File: src/rtl/reg_write_arbiter_pkg.sv
// Shared definitions for the register-bank write arbiter: FSM encoding,
// clear-sequence length and the index-to-one-hot decode helper.
package reg_write_arbiter_pkg;

   typedef logic [0:0] state_t;

   // INIT holds the bank in clear; RUN arbitrates writes.
   localparam state_t ST_INIT = 1'b0;
   localparam state_t ST_RUN  = 1'b1;

   // Cycles reg_nclr stays low after clr falls, long enough to clear the latches.
   localparam int INIT_CYCLES = 2;

   // Bit 'pos' of the one-hot decode of 'idx'. An index outside the decoded
   // range matches no position, so the decode comes out all-zero.
   function automatic logic onehot_bit(input int unsigned idx, input int unsigned pos);
      return (idx == pos);
   endfunction

endpackage

File: src/rtl/reg_write_arbiter_rr_pick.sv
// Combinational round-robin pick: first eligible requester at or after the
// pointer, wrapping modulo NREQ.
module rr_pick #(
   parameter int NREQ = 4,
   parameter int PW   = (NREQ > 1) ? $clog2(NREQ) : 1
) (
   input  logic [NREQ-1:0] elig,
   input  logic [PW-1:0]   ptr,
   output logic [PW-1:0]   win,
   output logic            valid
);

   // Scan from the farthest candidate back to the pointer so the nearest one wins.
   always_comb begin
      win   = '0;
      valid = 1'b0;
      for (int k = NREQ - 1; k >= 0; k--) begin
         if (elig[(int'(ptr) + k) % NREQ]) begin
            win   = PW'((int'(ptr) + k) % NREQ);
            valid = 1'b1;
         end
      end
   end

endmodule

File: src/rtl/reg_write_arbiter.sv
// Round-robin arbiter sharing one write path into a register bank among
// NREQ requesters; also sequences the bank clear after reset.
module reg_write_arbiter
   import reg_write_arbiter_pkg::*;
#(
   parameter int NREQ  = 4,
   parameter int NREGS = 8,
   parameter int WIDTH = 8,
   parameter int IDXW  = $clog2(NREGS)
) (
   input  logic                  clk,
   input  logic                  clr,
   input  logic [NREQ-1:0]       req,
   input  logic [NREQ*IDXW-1:0]  req_idx,
   input  logic [NREQ*WIDTH-1:0] req_data,
   output logic [NREQ-1:0]       ack,
   output logic [NREGS-1:0]      reg_en,
   output logic [WIDTH-1:0]      wr_data,
   output logic                  reg_nclr,
   output logic                  busy
);

   localparam int PW   = $clog2(NREQ);
   localparam int CNTW = $clog2(INIT_CYCLES + 1);

   state_t            state_reg;
   logic [CNTW-1:0]   cnt_reg;
   logic [PW-1:0]     ptr_reg;
   logic [NREQ-1:0]   ack_reg;
   logic [NREGS-1:0]  reg_en_reg;
   logic [WIDTH-1:0]  wr_data_reg;
   logic              nclr_reg;
   logic              busy_reg;

   logic [IDXW-1:0]   idx_arr  [NREQ];
   logic [WIDTH-1:0]  data_arr [NREQ];

   logic [NREQ-1:0]   elig;
   logic [PW-1:0]     win_idx;
   logic              win_valid;
   logic              grant;
   logic [IDXW-1:0]   sel_idx;
   logic [PW-1:0]     ptr_next;
   logic [NREQ-1:0]   ack_next;
   logic [NREGS-1:0]  reg_en_next;

   // Unpack the per-requester index and data fields.
   for (genvar gi = 0; gi < NREQ; gi++) begin : g_unpack
      assign idx_arr[gi]  = req_idx[gi*IDXW +: IDXW];
      assign data_arr[gi] = req_data[gi*WIDTH +: WIDTH];
   end

   // The requester acked this cycle still holds req high, so keep it out of the race.
   assign elig = req & ~ack_reg;

   rr_pick #(.NREQ(NREQ), .PW(PW)) u_rr_pick (
      .elig  (elig),
      .ptr   (ptr_reg),
      .win   (win_idx),
      .valid (win_valid)
   );

   assign grant    = (state_reg == ST_RUN) && win_valid;
   assign sel_idx  = idx_arr[win_idx];
   assign ptr_next = (int'(win_idx) == NREQ - 1) ? '0 : win_idx + 1'b1;
   assign ack_next = grant ? (NREQ'(1) << win_idx) : '0;

   // Out-of-range indices decode to all-zero: the write is acked but dropped.
   for (genvar gi = 0; gi < NREGS; gi++) begin : g_decode
      assign reg_en_next[gi] = grant & onehot_bit(32'(sel_idx), gi);
   end

   // Clear sequencing, arbitration state and registered outputs.
   always_ff @(posedge clk) begin
      if (clr) begin
         state_reg   <= ST_INIT;
         cnt_reg     <= '0;
         ptr_reg     <= '0;
         ack_reg     <= '0;
         reg_en_reg  <= '0;
         wr_data_reg <= '0;
         nclr_reg    <= 1'b0;
         busy_reg    <= 1'b1;
      end else if (state_reg == ST_INIT) begin
         ack_reg    <= '0;
         reg_en_reg <= '0;
         if (cnt_reg == CNTW'(INIT_CYCLES - 1)) begin
            state_reg <= ST_RUN;
            nclr_reg  <= 1'b1;
            busy_reg  <= 1'b0;
         end else begin
            cnt_reg <= cnt_reg + 1'b1;
         end
      end else begin
         ack_reg    <= ack_next;
         reg_en_reg <= reg_en_next;
         if (grant) begin
            wr_data_reg <= data_arr[win_idx];
            ptr_reg     <= ptr_next;
         end
      end
   end

   assign ack      = ack_reg;
   assign reg_en   = reg_en_reg;
   assign wr_data  = wr_data_reg;
   assign reg_nclr = nclr_reg;
   assign busy     = busy_reg;

endmodule

File: config.mk
export PLATFORM = sky130hd
export DESIGN_NAME = reg_write_arbiter
export DESIGN_NICKNAME = d
export VERILOG_FILES = /design/src/rtl/reg_write_arbiter_pkg.sv /design/src/rtl/reg_write_arbiter_rr_pick.sv /design/src/rtl/reg_write_arbiter.sv
export SDC_FILE = /design/constraint.sdc
export NUM_CORES = 1
export LEC_CHECK = 0
export CORE_ASPECT_RATIO = 1.2
export CORE_UTILIZATION = 38
export DETAILED_ROUTE_END_ITERATION = 7
export GPL_TIMING_DRIVEN = 1
export PLACE_DENSITY_LB_ADDON = 0.25
export SYNTH_ARGS = -nofsm -noshare
export SYNTH_HDL_FRONTEND = slang
export SYNTH_HIERARCHICAL = 1
export SYNTH_SLANG_ARGS = --single-unit
File: constraint.sdc
create_clock -name clk -period 2.85 [get_ports clk]
set_clock_uncertainty 0.15 [all_clocks]
set_input_delay 0.855 -clock clk [delete_from_list [all_inputs] [get_ports clk]]
set_output_delay 0.855 -clock clk [all_outputs]
set_load 0.02 [all_outputs]
Word-level counts from Yosys, hierarchy flattened

Index checks and enable logic that the tools add are counted.

Bits of input ports: 50
Logic and storage cells: 83
Register bits after elaboration: 27

Shifts and indexed selects: 1
Mux-type cells: 28
Equality and inequality tests: 9
$add $sub $neg: 5
Order comparisons: 5
Reduce and logical (&&, ||, !) cells: 10
Bitwise operators: 17

Operators by type and width:

| operator                                                               | count |
|---|---|
| 8-bit binary-select mux with 2-bit select                              | 1 |
| 8-bit 2-to-1 mux                                                       | 2 |
| 1-bit 2-to-1 mux                                                       | 13 |
| 3-bit equality test (second input constant)                            | 4 |
| 3-bit by 4-bit < comparator with 1-bit output (second input constant)  | 3 |
| 2-bit 2-to-1 mux                                                       | 5 |
| 1-bit bitwise AND                                                      | 8 |
| 1-bit binary-select mux with 2-bit select                              | 4 |
| 2-bit OR reduction                                                     | 4 |
| 2-bit by 1-bit adder with 2-bit output (second input constant)         | 3 |
| 3-bit binary-select mux with 2-bit select                              | 1 |
| 3-bit by 2-bit equality test with 1-bit output (second input constant) | 2 |
| 3-bit 2-to-1 mux                                                       | 2 |
| 2-bit AND reduction                                                    | 3 |
| 2-bit adder (second input constant)                                    | 2 |
| 4-bit bitwise AND                                                      | 1 |
| 2-bit by 1-bit equality test with 1-bit output (second input constant) | 2 |
| 4-bit inverter                                                         | 1 |
| 1-bit by 2-bit << shifter with 4-bit output (first input constant)     | 1 |
| 1-bit bitwise AND (first input constant)                               | 3 |
| 3-bit by 1-bit equality test with 1-bit output (second input constant) | 1 |
| 3-bit greater-or-equal comparator (second input constant)              | 1 |
| 3-bit logical NOT                                                      | 1 |
| 2-bit by 3-bit < comparator with 1-bit output (second input constant)  | 1 |
| other kinds (4)                                                        | 6 |

Longest topological paths before layout

Gate-level depths: netlist of the first run.

Depth in word-level cells: 16
Gate-level depth with buffers: 8

By module

Netlist of the first run, hierarchy kept.

Modules (own cells, without submodules):

| module            | area each (sq um) | seq. area each (sq um) | cells an instance | times used |
|---|---|---|---|---|
| reg_write_arbiter | 1236.2            | 540.5                  | 100               | 1 |
| rr_pick           | 77.6              | 0.0                    | 13                | 1 |

Worst setup path after synthesis of the first run

OpenSTA, ideal clock, no wires.

Path kind: input to register
From: in req[3]
To: reg wr_data_reg[2] (netlist: wr_data[2])
Arrival: 2.458 ns
Path slack: 0.125 ns
Required time: 2.583 ns
Setup time: 0.117 ns
Stages: 7
Cells stage by stage: nor2b_1 -> mux2i_1 -> a211oi_2 -> buf_6 -> buf_6 -> mux4_2 -> a22o_1

Cells in the longest elaborated chain, start to end: 12
Elaborated cells on any way between the ends: 26
Classes of those cells: mux (22); bitwise (2); reduce/logical (2)

RTL lines:

| what                                                       | line                            | RTL |
|---|---|---|
| start, declared                                            | reg_write_arbiter.sv:13         | `input logic [NREQ-1:0] req,` |
| 4-bit bitwise AND (*)                                      | reg_write_arbiter.sv:54         | `assign elig = req & ~ack_reg;` |
| 1-bit binary-select mux with 2-bit select                  | reg_write_arbiter_rr_pick.sv:18 | `if (elig[(int'(ptr) + k) % NREQ]) begin` |
| 1-bit 2-to-1 mux (not written as such) (2 in a row)        | reg_write_arbiter_rr_pick.sv:18 |  |
| 2-bit 2-to-1 mux (3 in a row)                              | reg_write_arbiter_rr_pick.sv:18 |  |
| 2-bit 2-to-1 mux (*)                                       | reg_write_arbiter_rr_pick.sv:18 |  |
| via win_idx[0]                                             | reg_write_arbiter.sv:39         | `logic [PW-1:0] win_idx;` |
| 2-bit inverter with 3-bit output (not written as such) (*) | reg_write_arbiter.sv:98         | `wr_data_reg <= data_arr[win_idx];` |
| 8-bit binary-select mux with 2-bit select (*)              | reg_write_arbiter.sv:98         |  |
| 8-bit 2-to-1 mux (not written as such) (*) (2 in a row)    | reg_write_arbiter.sv:98         |  |
| end signal, assigned                                       | reg_write_arbiter.sv:98         |  |
| end, declared                                              | reg_write_arbiter.sv:31         | `logic [WIDTH-1:0] wr_data_reg;` |

Mark *: on every way through the listed nets, which the timed path passes. The rest lies on a longest branch. The select of a mux whose other input is x is not followed.
A chain may end at the register's enable or synchronous reset.

Worst setup path in the final report of the first run

From: in req[0]
To: reg reg_en_reg[4] (netlist: reg_en[4])

Cells in the longest elaborated chain, start to end: 14
Elaborated cells on any way between the ends: 27
Classes of those cells: eq/ne (1); mux (22); bitwise (3); reduce/logical (1)

RTL lines:

| what                                                       | line                            | RTL |
|---|---|---|
| 4-bit bitwise AND (*)                                      | reg_write_arbiter.sv:54         |  |
| via elig[0]                                                | reg_write_arbiter.sv:38         | `logic [NREQ-1:0] elig;` |
| 1-bit binary-select mux with 2-bit select                  | reg_write_arbiter_rr_pick.sv:18 |  |
| 1-bit 2-to-1 mux (not written as such) (2 in a row)        | reg_write_arbiter_rr_pick.sv:18 |  |
| 2-bit 2-to-1 mux (3 in a row)                              | reg_write_arbiter_rr_pick.sv:18 |  |
| 2-bit 2-to-1 mux (*)                                       | reg_write_arbiter_rr_pick.sv:18 |  |
| via win_idx[0]                                             | reg_write_arbiter.sv:39         |  |
| 2-bit inverter with 3-bit output (not written as such) (*) | reg_write_arbiter.sv:64         | `assign sel_idx = idx_arr[win_idx];` |
| 3-bit binary-select mux with 2-bit select (*)              | reg_write_arbiter.sv:64         |  |
| 3-bit 2-to-1 mux (not written as such) (*) (2 in a row)    | reg_write_arbiter.sv:64         |  |
| 3-bit equality test (*)                                    | reg_write_arbiter_pkg.sv:17     | `return (idx == pos);` |
| 1-bit bitwise AND (*)                                      | reg_write_arbiter.sv:70         | `assign reg_en_next[gi] = grant & onehot_bit(32'(sel_idx), gi);` |
| end signal, assigned                                       | reg_write_arbiter.sv:96         | `reg_en_reg <= reg_en_next;` |
| end, declared                                              | reg_write_arbiter.sv:30         | `logic [NREGS-1:0] reg_en_reg;` |

Marks and branches as above.

==> flow_metrics.py, run 1 <==
metrics = {
    "outcome": {
        "outcome": "completed",
    },
    "route": {
        "dr.pass1.iters": 4,
        "drtIter0Drc": 21,
        "drc_errors": 0,
        "vias": 1253,
        "wl_mm": 3.50,
        "avgRoutedWirePerCell_um": 14.7,
        "vias_per_cell": 5.26,
        "antenna_left": 0,
    },
    "sta": {
        "slew_headroom_pct": 75.2,
        "tightest_slew_ns": 0.371,
        "rsz0062_at_grt": "false",
        "hold_viol": 0,
        "finalSetupViolCount": 0,
        "min_period_ns": 2.75,
        "fin_hold_ws_ns": 0.312,
        "tns_ns": 0,
        "fmax_ghz": 0.364,
        "finalMaxSlewViolations": 0,
        "period_share_pct": 96.5,
    },
    "placement": {
        "io_buffers": 71,
        "gp_congestion": 0.690,
        "post_dp_cell_area_sq_um": 2150,
        "dp_hpwl_mm": 2.79,
        "dpl.cell_count": 228,
    },
    "logic_synthesis": {
        "synth_area_leaders": "dfxtp_1 (41%), mux4_2 (17%), nor2b_1 (5.7%), a22o_1 (5.3%), a21oi_1 (2.3%)",
        "synth_top_area_share_pct": 41.1,
        "synth_edf_count": 0,
        "async_flop_share_pct": 0,
        "yosysSeqAreaShare_pct": 41.1,
        "ys_types": 32,
        "synth_nets": 165,
        "syn_area_per_cell_sq_um": 11.6,
        "synth_cells": 113,
        "synthFlopType": "dfxtp_1",
        "yosysWarnings": 6,
        "synth_top_cell_by_area": "dfxtp_1",
        "ys_ff_latch": 27,
        "synth_area_sq_um": 1310,
    },
    "final_layout": {
        "diodes": 0,
        "drive_gt1_share_pct": 22.9,
        "fillers": 235,
        "fin_cells": 238,
        "fin_area_sq_um": 2300,
        "area_growth_syn_to_layout_pct": 74.8,
        "num-nets-final": 254,
    },
    "power": {
        "ir_drop_mv": 0.467,
        "pwr-share-clk_pct": 15.2,
        "power.leakage_uw": 0.000901,
        "combPwrFrac_pct": 49.2,
        "powerDensity_nw_per_um2": 615,
        "sw_frac_of_total_pct": 33.0,
        "cell_internal_pwr_uw": 947,
        "seq_power_share_pct": 35.6,
        "switching_power_uw": 465,
    },
    "worst_setup_path": {
        "endpoint_kind": "flop",
        "critPathSlowestCell": "mux4_2",
        "cp-start-kind": "primary input",
        "reg2reg_slack_ns": 0.60,
        "timing.rr.start": "ptr_reg[1]",
        "cp_max_fo": 8,
        "path_cells": "clkdlybuf4s50_1 -> nor2b_2 -> a211oi_4 -> buf_12 -> mux4_2 -> nor4b_2",
        "path_class": "in2reg",
        "max_stage_delay_ns": 0.59,
        "critPathArrivalTime_ns": 2.78,
        "reg2reg_to": "reg_en[4]",
        "cp.required_ns": 2.88,
        "r2r_cells": 6,
    },
    "clock_tree": {
        "htree_levels": 1,
        "holdBufCountCts": 0,
        "path_clk_slew_ns": 0.10,
        "cts_buffer_depth": 2,
        "cts_tree": "yes",
        "root_buffer": "clkbuf_8",
        "clock_sinks": 27,
        "numCtsBuffers": 3,
        "clock_latency_ns": 0.27,
    },
    "worst_hold_path": {
        "whs_path_depth": 2,
        "min_from": "reg_nclr",
        "hold_class": "reg2reg",
        "hold_path_end": "reg_nclr",
    },
    "global_route": {
        "grt-ovfl-total": 0,
        "antenna_found_initial": 0,
        "track_usage_pct": 19.8,
        "grt_pass1_wl_mm": 5.66,
        "grt_max_degree": 16,
        "grt_pass1_vias": 1308,
    },
    "die": {
        "ios": 72,
        "die_w_um": 55.7,
        "coreArea_sq_um": 3310,
        "start_util_pct": 39.7,
        "die_y_um": 66.4,
        "num_rows": 23,
        "dieArea_sq_um": 3700,
    },
    "flow_run": {
        "drv_cap": 0,
    },
}
==> cell families after synthesis <==
kind of cell             Yosys count  synth area share, %
multiplexers                      12                 19.9
buffers and inverters              8                 3.43
AO/OA/AOI/OAI                     21                 12.0
adder cells (fa/ha/maj)            2                 1.90
AND/OR/NAND/NOR                   43                 21.6
flip-flops                        27                 41.1
==> metrics by stage <==
| step | setup WS (ns) | util, % | power [uW] |
|---|---|---|---|
| finish | 0.101 | 69.4 | 1410 |
| global route | 0.0327 | 69.4 | 1500 |
| CTS | 0.0137 | 67.9 | 1400 |
| detailed placement | -0.531 | 65.0 | 1160 |
| global placement | -0.412 | 65.0 | 1130 |
| floorplan | 0.125 | - | 883 |
==> worst max path at each step <==
| stage | start | to | slack, ns | depth (start not counted) |
|---|---|---|---|---|
| after floorplan | req[3] | wr_data[2] | 0.12 | 7 |
| after global placement | req[3] | reg_en[1] | -0.41 | 7 |
| after detailed placement | req[3] | reg_en[2] | -0.53 | 7 |
| after CTS | req[2] | reg_en[4] | 0.01 | 8 |
| after global routing | req[0] | reg_en[4] | 0.03 | 8 |
| final | req[0] | reg_en[4] | 0.10 | 6 |
==> layer usage <==
layer | track usage, % | part of all wire, % | vias to the layer above
met4 | 5.63 | 0.71 | 0
met2 | 37.7 | 54 | 51
met1 | 21.8 | 39 | 597
li1 | - | - | 603
met5 | 0 | 0 | -
met3 | 4.70 | 6.1 | 2
==> synthesized netlist by cell type, types with 2 or more instances <==
cell,count
a21bo_2,2
a21oi_1,6
a22o_1,8
and4b_1,3
buf_6,2
clkbuf_1,4
dfxtp_1,27
ha_1,2
inv_1,2
mux4_2,10
nand2_1,3
nand2b_1,3
nor2_1,6
nor2b_1,12
nor3b_1,3
nor4b_1,2
o21ai_0,2
or3_1,2
==> power by group through the flow <==
| stage | sequential, uW | clock, uW | combinational (uW) |
|---|---|---|---|
| 6_report | 503 | 215 | 695 |
| 4_1_cts | 501 | 220 | 679 |
| 2_1_floorplan | 546 | 0 | 337 |
| 5_1_grt | 515 | 236 | 750 |
| 3_3_place_gp | 503 | 0 | 628 |
| 3_5_place_dp | 507 | 0 | 654 |
==> worst max-delay path, delay by kind of cell <==
kind | cells | cell delay (ns)
mux | 1 | 0.59
buf+inv | 2 | 0.57
simple gates | 2 | 0.47
compound gates | 1 | 0.30
==> layout by cell type (no fill, tap or decap) <==
master	Yosys	layout
o21ai_0	2	2
nand2_1	3	3
nand4bb_1	1	1
dlymetal6s2s_1	0	2
nor2b_2	0	1
and4b_1	3	3
nor2b_4	0	3
nor3b_1	3	2
mux4_2	10	10
clkbuf_8	0	3
a21o_1	1	1
buf_4	0	18
nor3_1	1	1
a211oi_4	0	1
and3_1	1	1
a21oi_1	6	5
nand3_1	1	1
inv_1	2	2
clkinv_2	0	1
buf_12	0	1
nor3b_2	0	1
nor4_1	1	1
a22o_1	8	8
a21oi_2	0	1
nor4b_2	1	3
dlygate4sd2_1	0	1
nor2_1	6	6
nand2b_1	3	3
a21bo_2	2	2
and4_1	1	1
mux4_1	1	1
dfxtp_1	27	27
and3b_1	1	1
nor2b_1	12	8
clkdlybuf4s50_1	0	68
a211oi_1	1	1
mux2i_2	0	1
ha_1	2	2
or3_1	2	2
nand3b_1	1	1
==> what timing repair did <==
item | 4_1_cts | 5_1_grt
setup endpoints to repair | 16 | 13
gates resized for setup | 6 | 9
endpoints found under the hold margin | 0 | 0
buffers inserted | 4 | 2
pin swaps | 2 | 6
==> area by class of cell <==
cell class,instances,area (sq um),area share (%)
Timing Repair Buffer,90,870,37.9
Inverter,2,7.51,0.327
Multi-Input combinational cell,78,786,34.2
Sequential cell,27,541,23.5
Tap cell,37,46.3,2.02
Clock inverter,1,5.00,0.218
Clock buffer,3,41.3,1.80
(Power assumes the default switching activity.)
==> run 2: changes to the inputs <==
--- a/config.mk
+++ b/config.mk
@@ -5,6 +5,7 @@
 export SDC_FILE = /design/constraint.sdc
 export NUM_CORES = 1
 export LEC_CHECK = 0
+export CAP_MARGIN = 30
 export CORE_ASPECT_RATIO = 1.2
 export CORE_UTILIZATION = 38
 export DETAILED_ROUTE_END_ITERATION = 7
==> results of run 2 <==
Same layout as run 1: the final DEF is identical, and so are final timing and power.
==> run 3: changes to the inputs <==
--- a/config.mk
+++ b/config.mk
@@ -7,7 +7,7 @@
 export LEC_CHECK = 0
 export CAP_MARGIN = 30
 export CORE_ASPECT_RATIO = 1.2
-export CORE_UTILIZATION = 38
+export CORE_UTILIZATION = 35
 export DETAILED_ROUTE_END_ITERATION = 7
 export GPL_TIMING_DRIVEN = 1
 export PLACE_DENSITY_LB_ADDON = 0.25
==> constraint.sdc (replaced) <==
create_clock -name clk -period 2.3 [get_ports clk]
set_clock_uncertainty 0.15 [all_clocks]
set_input_delay 0.69 -clock clk [delete_from_list [all_inputs] [get_ports clk]]
set_output_delay 0.69 -clock clk [all_outputs]
set_load 0.02 [all_outputs]
==> run 3 against run 2 <==
The run now ends with design-rule violations, negative setup slack left; sequential power grew 25%; via count is essentially flat; worst hold slack lost 0.0062 ns; largest power group unchanged; flip-flop and latch count is the same; critical path depth grew 1; setup slack lost 0.22 ns; core utilization shrank 4.7 points; critical path type unchanged; global-route usage shrank 0.13 points; wire length grew 5.3%.
==> flow_metrics.py, run 3 (same netlist as run 1, synthesis figures left out) <==
metrics = {
    "outcome": {
        "outcome": "finished with violations",
        "violations": "design-rule violations, negative setup slack",
    },
    "die": {
        "die_y_um": 69.1,
        "ios": 72,
        "die_w_um": 57.9,
        "dieArea_sq_um": 4000,
        "num_rows": 24,
        "coreArea_sq_um": 3600,
        "start_util_pct": 36.5,
    },
    "final_layout": {
        "diodes": 0,
        "area_growth_syn_to_layout_pct": 77.4,
        "num-nets-final": 251,
        "layout_common_cells": "clkdlybuf4s50_1 (67), dfxtp_1 (27), buf_4 (13)",
        "fin_cells": 237,
        "fin_util_pct": 64.7,
        "drive_gt1_share_pct": 25.8,
        "fin_area_sq_um": 2330,
        "fillers": 294,
        "layout_commonest_cell": "clkdlybuf4s50_1",
    },
    "power": {
        "combPwrFrac_pct": 49.9,
        "cell_internal_pwr_uw": 1180,
        "pwr-share-clk_pct": 14.9,
        "ir_drop_mv": 0.362,
        "power_uw": 1780,
        "powerDensity_nw_per_um2": 765,
        "power.leakage_uw": 0.000887,
        "switching_power_uw": 600,
        "seq_power_share_pct": 35.2,
        "sw_frac_of_total_pct": 33.6,
    },
    "route": {
        "drc_errors": 1,
        "wl_mm": 3.69,
        "avgRoutedWirePerCell_um": 15.6,
        "antenna_left": 0,
        "vias_per_cell": 5.28,
        "drtIter0Drc": 27,
        "vias": 1252,
        "dr.pass1.iters": 6,
    },
    "worst_setup_path": {
        "critPathArrivalTime_ns": 2.44,
        "reg2reg_to": "reg_en[0]",
        "critPathSlowestCell": "mux4_2",
        "path_class": "in2reg",
        "cp-start-kind": "primary input",
        "path_cells": "buf_6 -> nor2b_4 -> mux2i_2 -> a211oi_4 -> buf_12 -> mux4_2 -> nor4_4",
        "endpoint": "reg_en[0]",
        "cp_max_fo": 8,
        "endpoint_kind": "flop",
        "critPathTopFamily": "multiplexers",
        "reg2reg_slack_ns": -0.07,
        "r2r_cells": 6,
        "cp.depth": 7,
        "cp.required_ns": 2.32,
        "max_stage_delay_ns": 0.60,
        "crit_buf_inv": 2,
        "timing.rr.start": "ptr_reg[1]",
        "startpoint": "req[3]",
    },
    "worst_hold_path": {
        "hold_class": "reg2reg",
    },
    "clock_tree": {
        "cts_buffer_depth": 2,
        "clock_latency_ns": 0.27,
        "numCtsBuffers": 3,
        "cts_tree": "yes",
        "clock_sinks": 27,
        "holdBufCountCts": 0,
        "htree_levels": 1,
        "root_buffer": "clkbuf_8",
        "path_clk_slew_ns": 0.10,
    },
    "sta": {
        "slew_headroom_pct": 76.4,
        "finalMaxSlewViolations": 0,
        "min_period_ns": 2.42,
        "period_share_pct": 105,
        "finalSetupViolCount": 16,
        "hold_viol": 0,
        "fin_hold_ws_ns": 0.306,
        "worst_slack_ns": -0.121,
        "rsz0062_at_grt": "true",
        "tightest_slew_ns": 0.353,
        "fmax_ghz": 0.413,
    },
    "placement": {
        "dp_hpwl_mm": 2.95,
        "gp_congestion": 0.675,
        "post_dp_cell_area_sq_um": 2190,
        "dpl.cell_count": 229,
        "io_buffers": 71,
    },
    "global_route": {
        "grt_max_degree": 16,
        "grt-ovfl-total": 0,
        "grt_pass1_wl_mm": 6.11,
        "track_usage_pct": 19.7,
        "grt_pass1_vias": 1386,
        "antenna_found_initial": 0,
    },
    "flow_run": {
        "drv_cap": 0,
    },
}
run 3: what timing repair did:
action	in CTS	in global routing
pin swaps	4	4
endpoints found under the hold margin	0	0
cloned	0	0
buffers inserted	2	2
endpoints found under the setup margin	18	18
resized for setup	19	6
run 3: metrics by stage:
stage | TNS (ns) | worst slack (ns)
2_1_floorplan | -1.15 | -0.110
3_3_place_gp | -11.59 | -0.658
3_5_place_dp | -12.46 | -0.732
4_1_cts | -0.509 | -0.0945
5_1_grt | -1.47 | -0.137
6_report | -0.935 | -0.121
run 3: worst min-delay path by stage:
stage,startpoint,to,cells after the start
2_1_floorplan,cnt_reg[1],cnt_reg[1],2
3_3_place_gp,reg_nclr,reg_nclr,2
3_5_place_dp,reg_nclr,reg_nclr,2
4_1_cts,reg_nclr,reg_nclr,2
5_1_grt,reg_nclr,reg_nclr,2
6_report,reg_nclr,reg_nclr,2
run 3: power by group through the flow:
stage | registers [uW] | logic, uW | clock network (uW)
2_1_floorplan | 677 | 437 | 0
3_3_place_gp | 623 | 802 | 0
3_5_place_dp | 630 | 833 | 0
4_1_cts | 627 | 873 | 271
5_1_grt | 643 | 959 | 293
6_report | 628 | 891 | 265
run 3: routing by layer:
metal | GRT usage [%] | vias to the layer above | routed length, um
li1 | - | 598 | -
met1 | 19.7 | 593 | 1310
met2 | 39.5 | 53 | 2120
met3 | 2.44 | 8 | 175
met4 | 6.61 | 0 | 88
met5 | 0 | - | 0
run 3: final cells by class:
| class | instances | area [sq um] | share of cell area [%] |
|---|---|---|---|
| Multi-Input combinational cell | 78 | 823 | 35.3 |
| Clock inverter | 1 | 5.00 | 0.215 |
| Sequential cell | 27 | 541 | 23.2 |
| Tap cell | 39 | 48.8 | 2.09 |
| Inverter | 2 | 7.51 | 0.322 |
| Clock buffer | 3 | 41.3 | 1.77 |
| Timing Repair Buffer | 87 | 865 | 37.1 |
run 3: worst reg2reg max path, cell delays in order, from the launching register on:
cell	delay, ns
dfxtp_1	0.51
nand2b_1	0.18
a21oi_2	0.07
a211oi_4	0.29
buf_12	0.16
mux4_2	0.61
nor4_4	0.30
==> edit (config.mk and constraints of run 2) <==
`NREQ` is set to 4 in 2 places; all go to 8.
--- a/src/rtl/reg_write_arbiter_rr_pick.sv
+++ b/src/rtl/reg_write_arbiter_rr_pick.sv
@@ -2,5 +2,5 @@
 // pointer, wrapping modulo NREQ.
 module rr_pick #(
-   parameter int NREQ = 4,
+   parameter int NREQ = 8,
    parameter int PW   = (NREQ > 1) ? $clog2(NREQ) : 1
 ) (
--- a/src/rtl/reg_write_arbiter.sv
+++ b/src/rtl/reg_write_arbiter.sv
@@ -4,5 +4,5 @@
    import reg_write_arbiter_pkg::*;
 #(
-   parameter int NREQ  = 4,
+   parameter int NREQ  = 8,
    parameter int NREGS = 8,
    parameter int WIDTH = 8,
Ports: changed (resized ack, req, req_data and req_idx); port bits go from 72 to 124. The function was not compared with the original's and may differ.
==> edit against run 2 <==
The flow now finishes with violations (negative setup slack). Count of clock-buffer cells in the layout up 4. Power rose to 5.2 times the old value. Non-clock buffer count up 106. Synthesized area up 94%. Highest routed layer unchanged. Setup slack worse by 1000 ps. Sequential cell count up 5. Sequential power up 28%. Wire length rose to 2.8 times the old value. Final area up 110%. Core utilization up 6.8 points. Largest power group unchanged. Sequential share of layout area down 10 points. Critical path depth up 8.
==> edit: results (changes against run 2) <==
layout_setup_ws_ps: -911  # -1010 ps
vdd_drop_max_uv: 1220  # +160%
pg_seq_uw: 644  # +28%
status: "finished, violations left"
grt_max_degree: 17  # +1
p_sw_share_pct: 41.9  # +9.0 points
n_all_buffers: 196  # +120%
htreeDepth: 2  # +1
grt_pass1_wl_um: 14200  # +150%
comb-power_uw: 6390  # +820%
dp_cells: 497  # +120%
drt-pass1-iter-count: 5  # +1
synth_common_cells: "dfxtp_1 (32), nor2_1 (29), mux4_2 (25), nand2_1 (19), nor3_1 (12)"
vias_per_cell: 5.60  # +6.4%
multi_input_area_um2: 2130  # +170%
clkCellAreaFrac_pct: 1.96  # -0.055 points
buffer_area_share_pct: 38.9  # +0.98 points
r2r_end: "reg_en[7]"
clock_buffers: 7  # +4
totalWireLength_um: 9720  # +180%
syn_area_um2: 2540  # +94%
yosys-mux-area-fraction_pct: 35.1  # +15 points
synth_xor_xnor_area_share_pct: 1.38  # +1.4 points
crit_start: "req[6]"
violations: "negative setup slack"
dp_hpwl_um: 6890  # +150%
layout-drive-gt1-share_pct: 41.6  # +19 points
setup_tns_ps: -19300  # -19300 ps
num-fill-cells: 391  # +66%
syn_nets: 358  # +120%
grtUsageMet2_pct: 51.2  # +14 points
synth_cell_types: 48  # +50%
grtUsageMet1_pct: 25.6  # +3.8 points
grtUsageMet3_pct: 3.58  # -1.1 points
synth_compound_area_share_pct: 11.7  # -0.30 points
synth_fa_ha_area_share_pct: 3.93  # +2.0 points
cts_buffers: 5  # +2
worst-path-max-fanout: 7  # -1
finalWeightedCongestion: 1.01  # +47%
num-multi-input-gates: 196  # +150%
place_ws_ps: -1460  # -925 ps
fin_nets: 546  # +110%
largest_class: "multi-input combinational cells"
r2r_cells: 14  # +8
yosysSeqAreaShare_pct: 25.2  # -16 points
r2r-start: "ptr_reg[0]"
slew_headroom_pct: 72.9  # -2.3 points
routedLengthMet1_um: 3180  # +130%
grt_pass1_vias: 3038  # +130%
sh_seq_area_pct: 13.0  # -10 points
met2WireLength_um: 5450  # +190%
place_area_um2: 4280  # +99%
wl_met3_um: 584  # +170%
nFlopsAndLatches: 32  # +19%
via_count: 2942  # +130%
power.density_nw_per_um2: 1510  # +150%
setup_violations: 27  # +27
==> edit: logic make-up (layout without fill, tap and decap cells) <==
family                     after synthesis  after routing
and+or+nand+nor                         92             92
muxes                                   48             48
AOI/OAI and AO/OA                       44             44
DFF                                     32             32
buffers and inverters                   24            212
adders and majority gates                8              8
xor gates and xnor gates                 4              4
==> edit: stage by stage <==
stage	hold slack, ps	util, %
finish	302	76.2
global route	323	76.2
CTS	305	73.4
detailed placement	295	66.3
global placement	283	66.3
floorplan	299	-
==> edit: critical path, stage by stage <==
cell and delay [ps]:
buf_6 90, nor2b_4 130, mux4_2 500, buf_4 160, buf_4 150, nor4_1 290, buf_4 180, nor2_1 40
mux2_4 310, buf_12 150, mux4_2 460, mux2_4 320, nand2_2 80, nor2_1 50
==> edit: timing repair <==
action                                  4_1_cts  5_1_grt
pin swaps                                    25       32
endpoints found under the setup margin       27       27
resized for setup                            75       43
setup buffers                                20        3
